**src/rtl/sw_change_detect.sv**
```systemverilog
// sw_change_detect: synchronise and debounce slide switches, report the lowest toggled index on `change` (4'hF = none).
// Define SWDET_QUEUE_EN to queue toggles seen during HOLD/GAP (4 deep) and add a sticky `overflow` output.
module sw_change_detect #(
  parameter int NUM_SW      = 10,
  parameter int DEBOUNCE    = 20,
  parameter int HOLD_CYCLES = 2000
) (
  input  logic              clk,
  input  logic              reset,
  input  logic              enable,
  input  logic [NUM_SW-1:0] sw,
  input  logic              ack,
  output logic [3:0]        change,
  output logic              pending,
  output logic              multi_err
`ifdef SWDET_QUEUE_EN
  ,
  output logic              overflow
`endif
);
  localparam int DW = $clog2(DEBOUNCE + 1);
  localparam int HW = (HOLD_CYCLES > 1) ? $clog2(HOLD_CYCLES) : 1;
  localparam int PW = $clog2(DEBOUNCE + 3);

  typedef enum logic [1:0] {PRIME, IDLE, HOLD, GAP} state_t;
  state_t state, state_nxt;

  logic [NUM_SW-1:0] sync1, sync2, deb, deb_prev, toggle;
  logic [DW-1:0]     dcnt [NUM_SW];
  logic [PW-1:0]     pcnt;
  logic [HW-1:0]     hcnt;
  logic [3:0]        idx, low_idx, load_idx;
  logic              fire, multi, load;

`ifdef SWDET_QUEUE_EN
  logic [3:0] q_mem [4];
  logic [1:0] q_rd, q_wr;
  logic [2:0] q_cnt;
  logic       push, pop, push_ok, q_any;
  logic [3:0] q_head;

  assign q_any   = (q_cnt != 3'd0);
  assign q_head  = q_mem[q_rd];
  assign push_ok = push && (q_cnt != 3'd4);
`endif

  always_ff @(posedge clk or negedge reset) begin
    if (!reset) begin
      sync1 <= '0;
      sync2 <= '0;
    end else begin
      sync1 <= sw;
      sync2 <= sync1;
    end
  end

  // PRIME copies the synchroniser straight through so power-up levels never look like toggles.
  always_ff @(posedge clk or negedge reset) begin
    if (!reset) begin
      deb      <= '0;
      deb_prev <= '0;
      for (int i = 0; i < NUM_SW; i++) dcnt[i] <= '0;
    end else if (state == PRIME) begin
      deb      <= sync2;
      deb_prev <= sync2;
      for (int i = 0; i < NUM_SW; i++) dcnt[i] <= '0;
    end else begin
      deb_prev <= deb;
      for (int i = 0; i < NUM_SW; i++) begin
        if (sync2[i] == deb[i]) begin
          dcnt[i] <= '0;
        end else if (dcnt[i] == DW'(DEBOUNCE)) begin
          deb[i]  <= sync2[i];
          dcnt[i] <= '0;
        end else begin
          dcnt[i] <= dcnt[i] + 1'b1;
        end
      end
    end
  end

  assign toggle = deb ^ deb_prev;
  assign multi  = |(toggle & (toggle - NUM_SW'(1)));
  assign fire   = enable && (|toggle);

  always_comb begin
    low_idx = 4'hF;
    for (int i = NUM_SW - 1; i >= 0; i--) begin
      if (toggle[i]) low_idx = 4'(i);
    end
  end

  always_ff @(posedge clk or negedge reset) begin
    if (!reset) state <= PRIME;
    else        state <= state_nxt;
  end

  always_comb begin
    state_nxt = state;
    load      = 1'b0;
    load_idx  = low_idx;
`ifdef SWDET_QUEUE_EN
    push      = 1'b0;
    pop       = 1'b0;
`endif
    case (state)
      PRIME: if (pcnt == PW'(DEBOUNCE + 1)) state_nxt = IDLE;
      IDLE: begin
`ifdef SWDET_QUEUE_EN
        // A queued event beats a fresh toggle; the fresh one goes to the back of the queue.
        if (q_any) begin
          pop       = 1'b1;
          load      = 1'b1;
          load_idx  = q_head;
          push      = fire;
          state_nxt = HOLD;
        end else
`endif
        if (fire) begin
          load      = 1'b1;
          state_nxt = HOLD;
        end
      end
      HOLD: begin
        if (ack || hcnt == '0) state_nxt = GAP;
`ifdef SWDET_QUEUE_EN
        push = fire;
`endif
      end
      GAP: begin
        state_nxt = IDLE;
`ifdef SWDET_QUEUE_EN
        push = fire;
        if (q_any) begin
          pop       = 1'b1;
          load      = 1'b1;
          load_idx  = q_head;
          state_nxt = HOLD;
        end
`endif
      end
      default: state_nxt = PRIME;
    endcase
  end

  always_comb begin
    change    = 4'hF;
    pending   = 1'b0;
    multi_err = enable && multi && (state != PRIME);
    if (state == HOLD) begin
      change  = idx;
      pending = 1'b1;
    end
  end

  always_ff @(posedge clk or negedge reset) begin
    if (!reset) begin
      pcnt <= '0;
    end else if (state == PRIME) begin
      pcnt <= pcnt + 1'b1;
    end
  end

  always_ff @(posedge clk or negedge reset) begin
    if (!reset) begin
      hcnt <= '0;
      idx  <= '0;
    end else if (load) begin
      hcnt <= HW'(HOLD_CYCLES - 1);
      idx  <= load_idx;
    end else if (state == HOLD && hcnt != '0) begin
      hcnt <= hcnt - 1'b1;
    end
  end

`ifdef SWDET_QUEUE_EN
  always_ff @(posedge clk) begin
    if (push_ok) q_mem[q_wr] <= low_idx;
  end

  always_ff @(posedge clk or negedge reset) begin
    if (!reset) begin
      q_rd     <= '0;
      q_wr     <= '0;
      q_cnt    <= '0;
      overflow <= 1'b0;
    end else begin
      if (pop)             q_rd     <= q_rd + 2'd1;
      if (push_ok)         q_wr     <= q_wr + 2'd1;
      if (push && !push_ok) overflow <= 1'b1;
      case ({push_ok, pop})
        2'b10:   q_cnt <= q_cnt + 3'd1;
        2'b01:   q_cnt <= q_cnt - 3'd1;
        default: q_cnt <= q_cnt;
      endcase
    end
  end
`endif

endmodule

```
**config.mk**
```make
export PLATFORM = sky130hd
export DESIGN_NAME = sw_change_detect
export DESIGN_NICKNAME = d
export VERILOG_FILES = /design/src/rtl/sw_change_detect.sv
export SDC_FILE = /design/constraint.sdc
export NUM_CORES = 1
export LEC_CHECK = 0
export BUFFER_PORTS_ARGS = -buffer_cell sky130_fd_sc_hd__buf_2
export CAP_MARGIN = 5
export CORE_AREA = 2 2 101 103
export DETAILED_ROUTE_END_ITERATION = 8
export DIE_AREA = 0 0 103 105
export GPL_TIMING_DRIVEN = 1
export PLACE_DENSITY = 0.8
export REMOVE_ABC_BUFFERS = 1
export SLEW_MARGIN = 20
export SYNTH_ARGS = -nofsm -noshare
export SYNTH_HDL_FRONTEND = slang
export SYNTH_SLANG_ARGS = --single-unit
```
**constraint.sdc**
```tcl
create_clock -name clk -period 2.7 [get_ports clk]
set_input_delay 0.54 -clock clk [delete_from_list [all_inputs] [get_ports clk]]
set_output_delay 0.54 -clock clk [all_outputs]
set_load 0.05 [all_outputs]
```
==> out/qor.yml, run 1 <==
grt_remaining_overflow: 0
io_pins: 20
hold_path_class: "input port to asynchronous set/reset pin"
yosys_most_used_dff: "dfrtp_1"
layout.nets: 518
die_h_um: 105
dp_hpwl_um: 6050
ys_seq_area_share_pct: 55.1
synth.avg_cell_area_um2: 11.6
r2r_start: "hcnt[0]"
n_fill_cell: 793
fmax_mhz: 358
top_usage_layer: "met2"
crit_fanout: 5
synth_top_family_by_area: "simple AND/OR/NAND/NOR gates"
synthTopCellsByArea: "dfrtp_1 (55%), ha_1 (6.6%), xnor2_1 (5.2%)"
fin_ws_ns: -0.0909
drtAntennaViolNets: 0
synthCells: 440
drv_cap: 0
ir_drop_v: 0.000487
yosysTopAreaCell: "dfrtp_1"
synth_fa_ha_area_share_pct: 6.83
drive_gt1_share_pct: 17.6
startpoint: "deb[2]"
setup_viol: 1
tightest_slew_ns: 0.756
synthArstFlopShare_pct: 100
max_slew_margin_pct: 49.6
finalHoldViolations: 0
synth_top_area_share_pct: 55.1
grt_pass1_vias: 3428
rows: 36
synth_common_cells: "dfrtp_1 (112), nor2_1 (45), inv_1 (35)"
rsz0062_at_grt: "yes"
coreArea_um2: 9640
netlist_area_um2: 5090
routabilityCongestion: 0.794
synth_cell_types: 46
initial_core_util_pct: 52.8
antennaDiodeCount: 0
clock_latency_ns: 0.38
cts_buffer_depth: 2
synth_edf_count: 0
clockRootBuffer: "clkbuf_8"
cp-end-kind: "output pin"
h-tree-depth: 3
multiInputGateArea_um2: 2180
fin_skew_ns: 0.0106
p_per_area_nw_per_um2: 1040
cts_tree: "yes"
layout_min_cycle_time_ns: 2.79
postCtsHoldBufs: 0
fin_crit_sh_pct: 103
track_usage_pct: 17.8
synth_xor_area_share_pct: 10.3
required_ns: 2.16
use_met2_pct: 30.1
synth_compound_area_share_pct: 5.41
drt_iter0_markers: 100
wirelength_um: 8750
synthToLayoutAreaGrowth_pct: 11.9
crit_type: "register to output pin"
run_status: "finished with violations"
grtUsageMet3_pct: 5.35
pre_cts_ws_ns: 0.214
dr.pass1.iters: 4
critPathLaunchType: "register"
muxShareOfSynthArea_pct: 5.11
yosysMostFrequentCell: "dfrtp_1"
use_met1_pct: 21.3
viasPerCell: 5.21
die_w_um: 103
grt_max_degree: 64
finalHoldWorstSlack_ns: 0.218
die-area_um2: 10800
clk_pin_slew_ns: 0.10
vias: 3204
arrival_ns: 2.25
violations: "setup timing"
wl_per_cell_um: 14.2
drc: 0
seqCellArea_um2: 2810
io_buffer_count: 19
yosysWarnings: 0
cts.sinks: 112
p_leak_nw: 2.56
yosys.area_share.simple_pct: 14.1
synth_seq_cells: 112
cts_made_buffers: 9
antenna_found_initial: 0
grt_pass1_wl_um: 15200
maxSlewViolCount: 0
## registers in the layout, summed over array words and instances, names as in the netlist
| signal | count |
|---|---|
| hcnt | 11 |
| pcnt | 5 |
| dcnt | 50 |
| sync1 | 10 |
| deb_prev | 10 |
| deb | 10 |
| idx | 4 |
| state | 2 |
| sync2 | 10 |
## metrics by stage
step	setup TNS [ns]	power [W]	instance area (um2)	utilization, %	cells
final	-0.0909	0.00595	5700	59.1	615
after detailed placement	0	0.00466	5380	55.9	593
after global placement	0	0.00452	5380	55.9	593
after global routing	-0.184	0.00639	5700	59.1	615
after CTS	-0.0706	0.00582	5650	58.6	613
after floorplan	0	0.00410	5060	-	435
## per-layer routing
metal / wire, um / vias up
met5: 0 / -
met4: 161 / 0
met3: 326 / 13
met2: 4610 / 55
met1: 3650 / 1595
li1: - / 1541
## final cells by class
class	count	share of cell area (%)
Multi-Input combinational cell	288	38.3
Clock inverter	5	1.08
Inverter	35	2.31
Clock buffer	11	2.48
Tap cell	133	2.92
Timing Repair Buffer	31	3.62
Sequential cell	112	49.3
## where the power goes
group,switching [W],internal (W),leakage [nW]
clock,0.000567,0.000464,0.105
combinational,0.00139,0.00106,1.07
sequential,0.000376,0.00209,1.39
total,0.00233,0.00362,2.56
## final timing paths
path / endpoint / slack, ns / cells after the start
min in group clk: sync1[0] / 0.26 / 1
max in group asynchronous: deb[3] / 1.76 / 2
max reg2reg: hcnt[5] / 0.54 / 8
min: dcnt[4] / 0.22 / 1
max: multi_err / -0.09 / 6
min reg2reg: sync2[8] / 0.36 / 0
## cells by family after synthesis
group | after synthesis
multiplexers | 23
flip-flops | 112
XOR/XNOR | 60
AND/OR/NAND/NOR | 143
buffers and inverters | 40
AO/OA/AOI/OAI | 34
adder cells (fa/ha/maj) | 28
## critical path, stage by stage, from the launching register on
cell     delay (ns)
dfrtp_1        0.43
xor2_2         0.21
or4_4          0.54
o31a_1         0.25
o21ai_1        0.14
nand3_1        0.13
buf_6          0.18
## what timing repair did
| action | 4_1_cts | 5_1_grt |
|---|---|---|
| setup buffers | 4 | 2 |
| gates resized for setup | 8 | 6 |
| endpoints found under the setup margin | 1 | 1 |
| pin swaps | 4 | 4 |
## placed cells by master (no fill, tap or decap), types with 5 or more instances in the layout
master,n
xor2_2,5
nor2_1,45
dfrtp_1,110
buf_4,12
xnor2_1,30
nand2b_1,7
and2_1,5
nand2_1,26
o21ai_0,8
nand3_1,26
a41oi_1,8
clkbuf_8,10
buf_2,17
inv_1,35
xor2_1,25
ha_1,27
mux2_2,20
No activity file was read; power rests on OpenSTA's default activity.
==> run 2, diff against run 1 <==
CORE_AREA = 2 2 112 114   (was 2 2 101 103)
DIE_AREA = 0 0 114 116   (was 0 0 103 105)
GPL_ROUTABILITY_DRIVEN = 0   (was unset)
PLACE_DENSITY = 0.69   (was 0.8)
==> run 2 against run 1 <==
The run still ends with setup timing left. Largest cell class unchanged. Clock skew up 0.0036 ns. Critical path depth unchanged. Final cell count up 2.0%. Routed wire length down 7.4%. Non-clock buffer count down 2. Register-to-register slack worse by 0.05 ns.
==> out/qor.yml, run 2 (synthesis results as in run 1) <==
crit_fanout: 5  # unchanged
switching_power_w: 0.00228  # -2.4%
finalPower_w: 0.00618  # +3.9%
dr.pass1.iters: 4  # unchanged
antenna_found_initial: 0  # unchanged
drc: 0  # unchanged
die_w_um: 114  # +11%
final_cells: 627  # +2.0%
setup.worst_path.end: "multi_err"
p_per_area_nw_per_um2: 1070  # +2.3%
grt_max_degree: 46  # -28%
grt_remaining_overflow: 0  # unchanged
dp.cells: 607  # +2.4%
crit_type: "register to output pin"
largest_reg_flops: 50  # unchanged
drt_iter0_markers: 122  # +22%
clockRootBuffer: "clkbuf_16"
wirelength_um: 8100  # -7.4%
dpl-instance-area_um2: 5400  # +0.33%
seq_power_share_pct: 39.4  # -2.1 points
io_buffer_count: 19  # unchanged
p_leak_nw: 2.61  # +1.7%
setup_viol: 1  # unchanged
ir_drop_v: 0.000474  # -2.7%
largest-register: "dcnt"
final_cell_mix: "dfrtp_1 (112), nor2_1 (45), inv_1 (35)"
viasPerCell: 5.00  # -4.0%
cts_buffer_depth: 2  # unchanged
layout.nets: 516  # -0.39%
cts_tree: "yes"
fin_crit_sh_pct: 102  # -1.7 points
critPathLaunchType: "register"
fin_util_pct: 48.6  # -11 points
rsz0062_at_grt: "yes"
grt_pass1_wl_um: 14300  # -5.5%
rows: 40  # +11%
coreArea_um2: 11900  # +24%
drtAntennaViolNets: 0  # unchanged
run_status: "finished with violations"
dp_hpwl_um: 5680  # -6.0%
cts.sinks: 112  # unchanged
worst-r2r-cell-count: 6  # -2
maxSlewViolCount: 0  # unchanged
violations: "setup timing"
hold_path_class: "input port to asynchronous set/reset pin"
synthToLayoutAreaGrowth_pct: 13.7
swShare_pct: 36.8  # -2.4 points
required_ns: 2.16  # about the same
fmax_mhz: 364  # +1.7%
clk_pin_slew_ns: 0.07  # -0.03 ns
track_usage_pct: 13.6  # -4.1 points
die_h_um: 116  # +10%
io_pins: 20  # unchanged
antennaDiodeCount: 0  # unchanged
fin_skew_ns: 0.0142  # +0.00360 ns
postCtsHoldBufs: 0  # unchanged
combPwrFrac_pct: 37.5  # -3.7 points
final_common_cell: "dfrtp_1"
tightest_slew_ns: 0.574  # -0.182 ns
initial_core_util_pct: 42.7  # -10 points
startpoint: "deb_prev[2]"
design_area_um2: 5790  # +1.6%
fin_ws_ns: -0.0438  # +0.0470 ns
r2r_start: "hcnt[0]"
h-tree-depth: 3  # unchanged
die-area_um2: 13200  # +22%
cp-end-kind: "output pin"
largest_registers: "dcnt (50), hcnt (11)"
drv_cap: 0  # unchanged
wl_per_cell_um: 12.9  # -9.2%
p_int_w: 0.00391  # +7.9%
drive_gt1_share_pct: 16.3  # -1.4 points
max_slew_margin_pct: 61.7  # +12 points
reg2reg_to: "state[1]"
arrival_ns: 2.20  # -0.05 ns
ff2ff_setup_slack_ns: 0.49  # -0.05 ns
cts_made_buffers: 9  # unchanged
vias: 3136  # -2.1%
layout_min_cycle_time_ns: 2.74  # -0.0470 ns
clock_latency_ns: 0.36  # -0.02 ns
finalHoldViolations: 0  # unchanged
clockPowerShare_pct: 23.1  # +5.8 points
grt_pass1_vias: 3175  # -7.4%
[run 2: cell count changes in the layout (fill, tap and decap cells not counted), sizes merged]
cell    change
clkinv      +2
buf         -2
bufinv      +1
clkbuf      -2
inv         -1
[run 2: area by class of cell]
cell class,instances,area [um2]
clock buffer,9,225
fill,1049,6130
tap,147,184
sequential,112,2800
inverter,35,131
timing repair buffer,29,191
clock inverter,7,103
multi-input combinational,288,2150
[run 2: worst min-delay path by stage]
| stage | end | from | slack [ns] |
|---|---|---|---|
| floorplan | dcnt[0] | reset | 0.24 |
| global placement | sync2[8] | sync1[8] | 0.33 |
| detailed placement | sync2[8] | sync1[8] | 0.33 |
| CTS | hcnt[6] | reset | 0.19 |
| global route | deb[7] | reset | 0.22 |
| finish | hcnt[6] | reset | 0.18 |
[run 2: power groups by stage]
stage	Combinational, W	Sequential, W	Clock (W)
3_5_place_dp	0.00218	0.00248	0
6_report	0.00232	0.00244	0.00143
5_1_grt	0.00259	0.00250	0.00155
4_1_cts	0.00229	0.00243	0.00148
3_3_place_gp	0.00209	0.00245	0
2_1_floorplan	0.00170	0.00240	0
[run 2: per-stage QoR]
stage	hold WS, ns	TNS [ns]	worst slack, ns
3_5_place_dp	0.335	0	0.252
6_report	0.180	-0.0438	-0.0438
4_1_cts	0.190	0	0.00113
5_1_grt	0.220	-0.0992	-0.0992
2_1_floorplan	0.244	0	0.272
3_3_place_gp	0.334	0	0.283
[run 2: critical path: stages, from the launching register on]
cell,delay [ns]
dfrtp_1,0.40
xor2_2,0.22
or4_4,0.54
o31a_1,0.25
o21ai_1,0.13
nand3_1,0.13
buf_6,0.18
[run 2: timing repair]
action / 4_1_cts / 5_1_grt
resized for setup: 4 / 2
pin swaps: 1 / 0
setup endpoints to repair: 1 / 1
setup buffers: 4 / 0
[run 2: per-layer routing]
layer	up-vias	GRT usage [%]	share of wire [%]
met5	-	0	0
met4	0	5.45	2.0
met3	14	4.08	3.6
met2	38	22.1	47
met1	1536	17.3	47
li1	1548	-	-
